**config.mk**
```make
export PLATFORM = sky130hd
export DESIGN_NAME = hazard_forward_unit_flat
export DESIGN_NICKNAME = d
export VERILOG_FILES = /design/src/rtl/hazard_forward_unit_pkg.sv /design/src/rtl/hazard_forward_unit_if.sv /design/src/rtl/hazard_forward_unit_fwd_select.sv /design/src/rtl/hazard_forward_unit.sv /design/src/flat_wrapper.sv
export SDC_FILE = /design/constraint.sdc
export NUM_CORES = 1
export LEC_CHECK = 0
export CORE_MARGIN = 5
export CORE_UTILIZATION = 49
export CTS_CLUSTER_DIAMETER = 200
export DETAILED_ROUTE_END_ITERATION = 10
export PLACE_DENSITY = 0.84
export SLEW_MARGIN = 20
export SYNTH_ARGS = -nofsm -noshare
export SYNTH_HDL_FRONTEND = slang
export SYNTH_SLANG_ARGS = --single-unit
```
**constraint.sdc**
```tcl
create_clock -name clk -period 4.43 [get_ports clk]
set_input_delay 1.1075 -clock clk [delete_from_list [all_inputs] [get_ports clk]]
set_output_delay 1.1075 -clock clk [all_outputs]
set_load 0.01 [all_outputs]
```
**src/rtl/hazard_forward_unit_pkg.sv**
```systemverilog
// Shared encodings for the hazard/forwarding unit and the execute-stage forward muxes.
package hazard_forward_unit_pkg;

  localparam int unsigned REG_W = 5;
  localparam int unsigned CNT_W = 4;

  typedef enum logic [1:0] {
    FWD_IDEX  = 2'b00,
    FWD_EXMEM = 2'b01,
    FWD_MEMWB = 2'b10
  } fwd_sel_e;

  typedef enum logic [1:0] {
    ST_RUN     = 2'd0,
    ST_MEMWAIT = 2'd1,
    ST_ERROR   = 2'd2
  } state_e;

  function automatic logic [CNT_W-1:0] sat_inc(input logic [CNT_W-1:0] v);
    return (v == '1) ? v : v + CNT_W'(1);
  endfunction

endpackage

```
**src/rtl/hazard_forward_unit_if.sv**
```systemverilog
// Pipeline-side signals of the hazard/forwarding unit; the core drives the master side.
interface hazard_forward_unit_if;
  import hazard_forward_unit_pkg::*;

  logic [REG_W-1:0] id_rs;
  logic [REG_W-1:0] id_rt;
  logic             id_uses_rt;
  logic [REG_W-1:0] idex_writeReg;
  logic             idex_regwrite;
  logic             idex_memread;
  logic             mem_ready;

  logic [1:0]       fwdA;
  logic [1:0]       fwdB;
  logic             pc_write;
  logic             ifid_write;
  logic             idex_bubble;
  logic             pipe_freeze;
  logic             mem_err;

  // Shadow copies of the later pipeline stages, exposed for observability
  logic [REG_W-1:0] exmem_wr;
  logic             exmem_rw;
  logic             exmem_mr;
  logic [REG_W-1:0] memwb_wr;
  logic             memwb_rw;

  modport master (
    output id_rs, id_rt, id_uses_rt, idex_writeReg, idex_regwrite, idex_memread, mem_ready,
    input  fwdA, fwdB, pc_write, ifid_write, idex_bubble, pipe_freeze, mem_err,
    input  exmem_wr, exmem_rw, exmem_mr, memwb_wr, memwb_rw
  );

  modport slave (
    input  id_rs, id_rt, id_uses_rt, idex_writeReg, idex_regwrite, idex_memread, mem_ready,
    output fwdA, fwdB, pc_write, ifid_write, idex_bubble, pipe_freeze, mem_err,
    output exmem_wr, exmem_rw, exmem_mr, memwb_wr, memwb_rw
  );

endinterface

```
**src/rtl/hazard_forward_unit_fwd_select.sv**
```systemverilog
// Per-operand forward select: the younger producer (now entering EX/MEM) beats the older one.
module hazard_forward_unit_fwd_select
  import hazard_forward_unit_pkg::*;
(
  input  logic [REG_W-1:0] src_i,
  input  logic [REG_W-1:0] idex_wr_i,
  input  logic             idex_rw_i,
  input  logic [REG_W-1:0] exmem_wr_i,
  input  logic             exmem_rw_i,
  output fwd_sel_e         sel_o
);

  always_comb begin
    sel_o = FWD_IDEX;
    if (idex_rw_i && (idex_wr_i != '0) && (idex_wr_i == src_i)) begin
      sel_o = FWD_EXMEM;
    end else if (exmem_rw_i && (exmem_wr_i != '0) && (exmem_wr_i == src_i)) begin
      sel_o = FWD_MEMWB;
    end
  end

endmodule

```
**src/rtl/hazard_forward_unit.sv**
```systemverilog
// Load-use stall, memory-wait freeze with timeout, and registered forward selects
// computed one stage ahead of execute.
module hazard_forward_unit
  import hazard_forward_unit_pkg::*;
#(
  parameter int unsigned MEM_TIMEOUT = 15
) (
  input logic                  clk,
  input logic                  reset_n,
  hazard_forward_unit_if.slave bus
);

  // state      | meaning
  // ST_RUN     | normal flow, load-use bubbles allowed
  // ST_MEMWAIT | EX/MEM access stalled, counting wait cycles
  // ST_ERROR   | memory timed out, pipeline frozen until reset

  localparam logic [CNT_W-1:0] TIMEOUT_CNT = CNT_W'(MEM_TIMEOUT);

  state_e           state_q, state_d;
  logic [CNT_W-1:0] wait_cnt_q, wait_cnt_d;

  logic [REG_W-1:0] exmem_wr_q, memwb_wr_q;
  logic             exmem_rw_q, exmem_mr_q, memwb_rw_q;
  fwd_sel_e         fwd_a_q, fwd_b_q;
  fwd_sel_e         sel_a, sel_b;

  logic load_use;
  logic freeze;
  logic bubble;

  assign load_use = bus.idex_memread && (bus.idex_writeReg != '0) &&
                    ((bus.idex_writeReg == bus.id_rs) ||
                     (bus.id_uses_rt && (bus.idex_writeReg == bus.id_rt)));

  assign freeze = (exmem_mr_q && !bus.mem_ready) || (state_q == ST_ERROR);

  // A stall deferred by a freeze fires in the first unfrozen cycle, which may
  // still be the MEMWAIT exit cycle; reset_n masks it while reset is held.
  assign bubble = reset_n && !freeze && load_use;

  hazard_forward_unit_fwd_select u_fwd_select_a (
    .src_i      (bus.id_rs),
    .idex_wr_i  (bus.idex_writeReg),
    .idex_rw_i  (bus.idex_regwrite),
    .exmem_wr_i (exmem_wr_q),
    .exmem_rw_i (exmem_rw_q),
    .sel_o      (sel_a)
  );

  hazard_forward_unit_fwd_select u_fwd_select_b (
    .src_i      (bus.id_rt),
    .idex_wr_i  (bus.idex_writeReg),
    .idex_rw_i  (bus.idex_regwrite),
    .exmem_wr_i (exmem_wr_q),
    .exmem_rw_i (exmem_rw_q),
    .sel_o      (sel_b)
  );

  always_comb begin
    state_d    = state_q;
    wait_cnt_d = wait_cnt_q;
    unique case (state_q)
      ST_RUN: begin
        if (freeze) begin
          state_d    = ST_MEMWAIT;
          wait_cnt_d = '0;
        end
      end
      ST_MEMWAIT: begin
        if (bus.mem_ready) begin
          state_d = ST_RUN;
        end else begin
          wait_cnt_d = sat_inc(wait_cnt_q);
          if (wait_cnt_d == TIMEOUT_CNT) begin
            state_d = ST_ERROR;
          end
        end
      end
      ST_ERROR: begin
        state_d = ST_ERROR;
      end
      default: begin
        state_d    = ST_RUN;
        wait_cnt_d = '0;
      end
    endcase
  end

  always_ff @(posedge clk or negedge reset_n) begin
    if (!reset_n) begin
      state_q    <= ST_RUN;
      wait_cnt_q <= '0;
    end else begin
      state_q    <= state_d;
      wait_cnt_q <= wait_cnt_d;
    end
  end

  always_ff @(posedge clk or negedge reset_n) begin
    if (!reset_n) begin
      exmem_wr_q <= '0;
      exmem_rw_q <= 1'b0;
      exmem_mr_q <= 1'b0;
      memwb_wr_q <= '0;
      memwb_rw_q <= 1'b0;
      fwd_a_q    <= FWD_IDEX;
      fwd_b_q    <= FWD_IDEX;
    end else if (!freeze) begin
      exmem_wr_q <= bus.idex_writeReg;
      exmem_rw_q <= bus.idex_regwrite;
      exmem_mr_q <= bus.idex_memread;
      memwb_wr_q <= exmem_wr_q;
      memwb_rw_q <= exmem_rw_q;
      // A NOP enters ID/EX on a bubble, so it must not forward anything.
      if (bubble) begin
        fwd_a_q <= FWD_IDEX;
        fwd_b_q <= FWD_IDEX;
      end else begin
        fwd_a_q <= sel_a;
        fwd_b_q <= sel_b;
      end
    end
  end

  assign bus.fwdA        = fwd_a_q;
  assign bus.fwdB        = fwd_b_q;
  assign bus.pc_write    = !freeze && !bubble;
  assign bus.ifid_write  = !freeze && !bubble;
  assign bus.idex_bubble = bubble;
  assign bus.pipe_freeze = freeze;
  assign bus.mem_err     = (state_q == ST_ERROR);

  assign bus.exmem_wr = exmem_wr_q;
  assign bus.exmem_rw = exmem_rw_q;
  assign bus.exmem_mr = exmem_mr_q;
  assign bus.memwb_wr = memwb_wr_q;
  assign bus.memwb_rw = memwb_rw_q;

endmodule

```
**src/flat_wrapper.sv**
```systemverilog
// flat-port wrapper written by rule: the top's interface ports become plain ports
module hazard_forward_unit_flat import hazard_forward_unit_pkg::*;
#(
  parameter int unsigned MEM_TIMEOUT = 15
)
  (clk, reset_n, bus_id_rs, bus_id_rt, bus_id_uses_rt, bus_idex_writeReg, bus_idex_regwrite, bus_idex_memread, bus_mem_ready, bus_fwdA, bus_fwdB, bus_pc_write, bus_ifid_write, bus_idex_bubble, bus_pipe_freeze, bus_mem_err, bus_exmem_wr, bus_exmem_rw, bus_exmem_mr, bus_memwb_wr, bus_memwb_rw);
  hazard_forward_unit_if bus_i ();
  input logic clk;
  input logic reset_n;
  input wire logic [$bits(bus_i.id_rs)-1:0] bus_id_rs;
  input wire logic [$bits(bus_i.id_rt)-1:0] bus_id_rt;
  input wire logic [$bits(bus_i.id_uses_rt)-1:0] bus_id_uses_rt;
  input wire logic [$bits(bus_i.idex_writeReg)-1:0] bus_idex_writeReg;
  input wire logic [$bits(bus_i.idex_regwrite)-1:0] bus_idex_regwrite;
  input wire logic [$bits(bus_i.idex_memread)-1:0] bus_idex_memread;
  input wire logic [$bits(bus_i.mem_ready)-1:0] bus_mem_ready;
  output wire logic [$bits(bus_i.fwdA)-1:0] bus_fwdA;
  output wire logic [$bits(bus_i.fwdB)-1:0] bus_fwdB;
  output wire logic [$bits(bus_i.pc_write)-1:0] bus_pc_write;
  output wire logic [$bits(bus_i.ifid_write)-1:0] bus_ifid_write;
  output wire logic [$bits(bus_i.idex_bubble)-1:0] bus_idex_bubble;
  output wire logic [$bits(bus_i.pipe_freeze)-1:0] bus_pipe_freeze;
  output wire logic [$bits(bus_i.mem_err)-1:0] bus_mem_err;
  output wire logic [$bits(bus_i.exmem_wr)-1:0] bus_exmem_wr;
  output wire logic [$bits(bus_i.exmem_rw)-1:0] bus_exmem_rw;
  output wire logic [$bits(bus_i.exmem_mr)-1:0] bus_exmem_mr;
  output wire logic [$bits(bus_i.memwb_wr)-1:0] bus_memwb_wr;
  output wire logic [$bits(bus_i.memwb_rw)-1:0] bus_memwb_rw;
  assign bus_i.id_rs = bus_id_rs;
  assign bus_i.id_rt = bus_id_rt;
  assign bus_i.id_uses_rt = bus_id_uses_rt;
  assign bus_i.idex_writeReg = bus_idex_writeReg;
  assign bus_i.idex_regwrite = bus_idex_regwrite;
  assign bus_i.idex_memread = bus_idex_memread;
  assign bus_i.mem_ready = bus_mem_ready;
  assign bus_fwdA = bus_i.fwdA;
  assign bus_fwdB = bus_i.fwdB;
  assign bus_pc_write = bus_i.pc_write;
  assign bus_ifid_write = bus_i.ifid_write;
  assign bus_idex_bubble = bus_i.idex_bubble;
  assign bus_pipe_freeze = bus_i.pipe_freeze;
  assign bus_mem_err = bus_i.mem_err;
  assign bus_exmem_wr = bus_i.exmem_wr;
  assign bus_exmem_rw = bus_i.exmem_rw;
  assign bus_exmem_mr = bus_i.exmem_mr;
  assign bus_memwb_wr = bus_i.memwb_wr;
  assign bus_memwb_rw = bus_i.memwb_rw;
  hazard_forward_unit #(.MEM_TIMEOUT(MEM_TIMEOUT)) u_core (.clk(clk), .reset_n(reset_n), .bus(bus_i));
endmodule
```
==> results.cfg, run 1 <==
[outcome]
status = completed

[drt]
drtIter0Drc = 26
antenna_left = 0
drc = 0
postRouteWirelength_um = 3220
first_pass_iters = 4
wire_per_inst_um = 15.48
routed_via_density = 5.413
vias = 1126

[setup_path]
crit_arrival_ns = 3.20
crit-reg2reg-launch = u_core.bus.exmem_wr[1]
crit_type = input port to output port
critPathCapture = bus_ifid_write
cp.depth = 7
regToRegSetupSlack_ns = 2.73
r2r-end = u_core.bus.fwdA[1]
worst_setup_path_start_kind = input port
path_max_fanout = 5
slowest_delay_ns = 0.56
cp_common_cell = clkdlybuf4s50_1
r2r_cells = 4
cp-end-kind = output port
cp_num_buf_inv = 2
critical_path.startpoint = bus_idex_writeReg[2]
cp_slowest_cell = clkdlybuf4s50_1
cp_top_family = buffers and inverters
worstPathRequired_ns = 3.32
cp_cell_sequence = clkdlybuf4s50_1 > or4_4 > nor2_4 > nor3_1 > o21ai_1 > nor2b_1 > clkdlybuf4s50_1

[floorplan]
row_count = 18
io_pins = 43
die_w_um = 61.86
initial_core_util_pct = 52.23
coreArea_um2 = 2522
fp.dieH_um = 61.86
die_area_um2 = 3826

[clock_network]
numCtsBuffers = 3
clk_pin_slew_ns = 0.12
hold_buffers = 0
cts_setup_buffers = 0
cts_max_level = 1
cts.sinks = 23
cts_max_path_buffers = 2
clock_latency_ns = 0.31
cts-root-buf = clkbuf_4
cts_tree = done
postCtsResizedCells = 0

[yosys]
synth_seq_area_share_pct = 43.68
yosys_warnings = 0
synth-simple-area-share_pct = 18.99
synth_top_cell_by_area = dfrtp_1
syn_inst = 130
synth_top_family_by_area = simple AND/OR/NAND/NOR gates
synth_compound_area_share_pct = 11.87
async_flop_share_pct = 100.0
synth_nets = 152
synthAdderAreaFrac_pct = 0.9497
ys_types = 34
yosys_most_used_dff = dfrtp_1
synth_xor_area_share_pct = 10.64
ys_ff_latch = 23
synth_edf_count = 0
synth.mux.area_fraction_pct = 10.26
synth.avg_cell_area_um2 = 10.13
post_synth_instance_area_um2 = 1318
synth_top_cells_by_area = dfrtp_1 (44%), mux2_2 (10%), xnor2_1 (6.6%)
synth_top_area_share_pct = 43.68

[global_route]
grt_overflow = 0
grt_max_degree = 24
antenna_found_initial = 0
grt_pass1_wl_um = 5326
grt_pass1_vias = 1151
grt_usage_pct = 19.11

[power_and_ir_drop]
power_frac_comb_pct = 31.7
pwr-share-clk_pct = 18.3
finalPower_uw = 515.7
sw_frac_of_total_pct = 29.72
power.leakage_nw = 0.7563
power.sequential.fraction_pct = 50.1
vdd_drop_max_uv = 256.1
p_sw_uw = 153.3
p_int_uw = 362.4
power.density_nw_per_um2 = 282.5

[final_layout]
final_cells = 208
drive_gt1_share_pct = 14.61
final_common_cell = clkdlybuf4s50_1
mostFrequentLayoutCells = clkdlybuf4s50_1 (42), dfrtp_1 (23), nand2_1 (12), mux2_2 (12), xnor2_1 (10)
area_growth_syn_to_layout_pct = 38.56
antennaDiodeCount = 0
fillCellCount = 200
num-nets-final = 201

[sta]
fin_crit_ns = 4.303
setup_viol = 0
hold_viol_final = 0
fin_crit_sh_pct = 97.14
fmax_mhz = 232.4
tightest_slew_ns = 0.6206
relSlewSlack_pct = 58.31
finClkSkew_ns = 0.009410
fin_setup_tns_ns = 0
rsz0062_at_grt = no
drv_slew = 0

[flow_run]
maxCapViolCount = 0

[placement]
numPortBuffers = 42
gp_congestion = 0.8417
hpwlAfterDp_um = 2628
place_inst = 204

[min_path]
worstHoldPathType = register to register
## worst register-to-register path: stages (launching register included)
cell and delay [ns]:
dfrtp_1 0.50, or4_1 0.55, o21ai_0 0.20, nor2_1 0.09
a32o_1 0.26
## state kept, by name (all words and copies together), names as in the netlist
signal	flops
u_core.bus.exmem_wr	5
u_core.bus.memwb_wr	5
u_core.wait_cnt_q	4
u_core.bus.fwdA	2
u_core.bus.fwdB	2
u_core.state_q	2
u_core.bus.exmem_mr	1
u_core.bus.exmem_rw	1
u_core.bus.memwb_rw	1
## Yosys cell counts, drive strengths merged, types with 4 or more instances
cell and n:
nand2b 5, a21oi 5, nor3 5, mux2 12, nand3 4, dfrtp 23, inv 8, o21ai 9
xnor2 10, xor2 6, nand2 12
## per-layer routing
layer / vias up / GRT usage, % / wire length (um)
met5: - / 0 / 0
met4: 0 / 6.061 / 61
met3: 8 / 5.992 / 171
met2: 32 / 30.94 / 1594
met1: 524 / 24.42 / 1392
li1: 562 / - / -
## final cells by class
type / instances / area (um^2) / area share, %
clock buffer: 4 / 26.28 / 1.439
inverter: 8 / 30.03 / 1.645
multi-input combinational: 96 / 698.2 / 38.25
sequential: 23 / 575.6 / 31.53
tap: 30 / 37.54 / 2.056
timing repair buffer: 47 / 457.9 / 25.09
## per-stage QoR
step | area (um^2) | hold WS [ns] | utilization, % | setup slack, ns
3_5_place_dp | 1799 | 0.4873 | 71.33 | 0.1195
5_1_grt | 1826 | 0.5382 | 72.37 | 0.01825
3_3_place_gp | 1799 | 0.4647 | 71.33 | 0.1572
2_1_floorplan | 1318 | 0.4833 | - | 0.9228
6_report | 1826 | 0.5073 | 72.37 | 0.1266
4_1_cts | 1826 | 0.5152 | 72.37 | 0.1190
## power groups by stage
stage                     clock network [mW]  registers, mW  logic (mW)
after detailed placement                   0          0.262       0.164
final                                 0.0942          0.258       0.163
after CTS                             0.0962          0.258       0.165
after floorplan                            0          0.263      0.0742
after global routing                   0.107          0.262       0.179
after global placement                     0          0.260       0.159
## cell families (layout without fill, tap and decap cells)
group | Yosys count | after routing
AO/OA/AOI/OAI | 24 | 24
AND/OR/NAND/NOR | 43 | 43
adder cells (fa/ha/maj) | 1 | 1
flip-flops | 23 | 23
multiplexers | 12 | 12
XOR/XNOR | 16 | 16
buffers and inverters | 11 | 59
## worst min-delay path by stage
| stage | to | depth (start not counted) | start | slack, ns |
|---|---|---|---|---|
| 4_1_cts | u_core.bus.fwdA[1] | 1 | u_core.bus.fwdA[1] | 0.52 |
| 5_1_grt | u_core.bus.fwdB[1] | 1 | u_core.bus.fwdB[1] | 0.54 |
| 2_1_floorplan | u_core.wait_cnt_q[1] | 1 | u_core.wait_cnt_q[1] | 0.48 |
| 3_5_place_dp | u_core.bus.fwdA[1] | 1 | u_core.bus.fwdA[1] | 0.49 |
| 3_3_place_gp | u_core.bus.fwdA[0] | 2 | u_core.bus.fwdA[0] | 0.46 |
| 6_report | u_core.bus.fwdA[0] | 2 | u_core.bus.fwdA[0] | 0.51 |
Note: power is estimated with default switching activity, not from simulation.
==> run 2, diff against run 1 <==
Settings changed: HOLD_SLACK_MARGIN from default to 0.12.
==> results of run 2 <==
The final DEF is identical to that of run 1; final timing and power are the same.
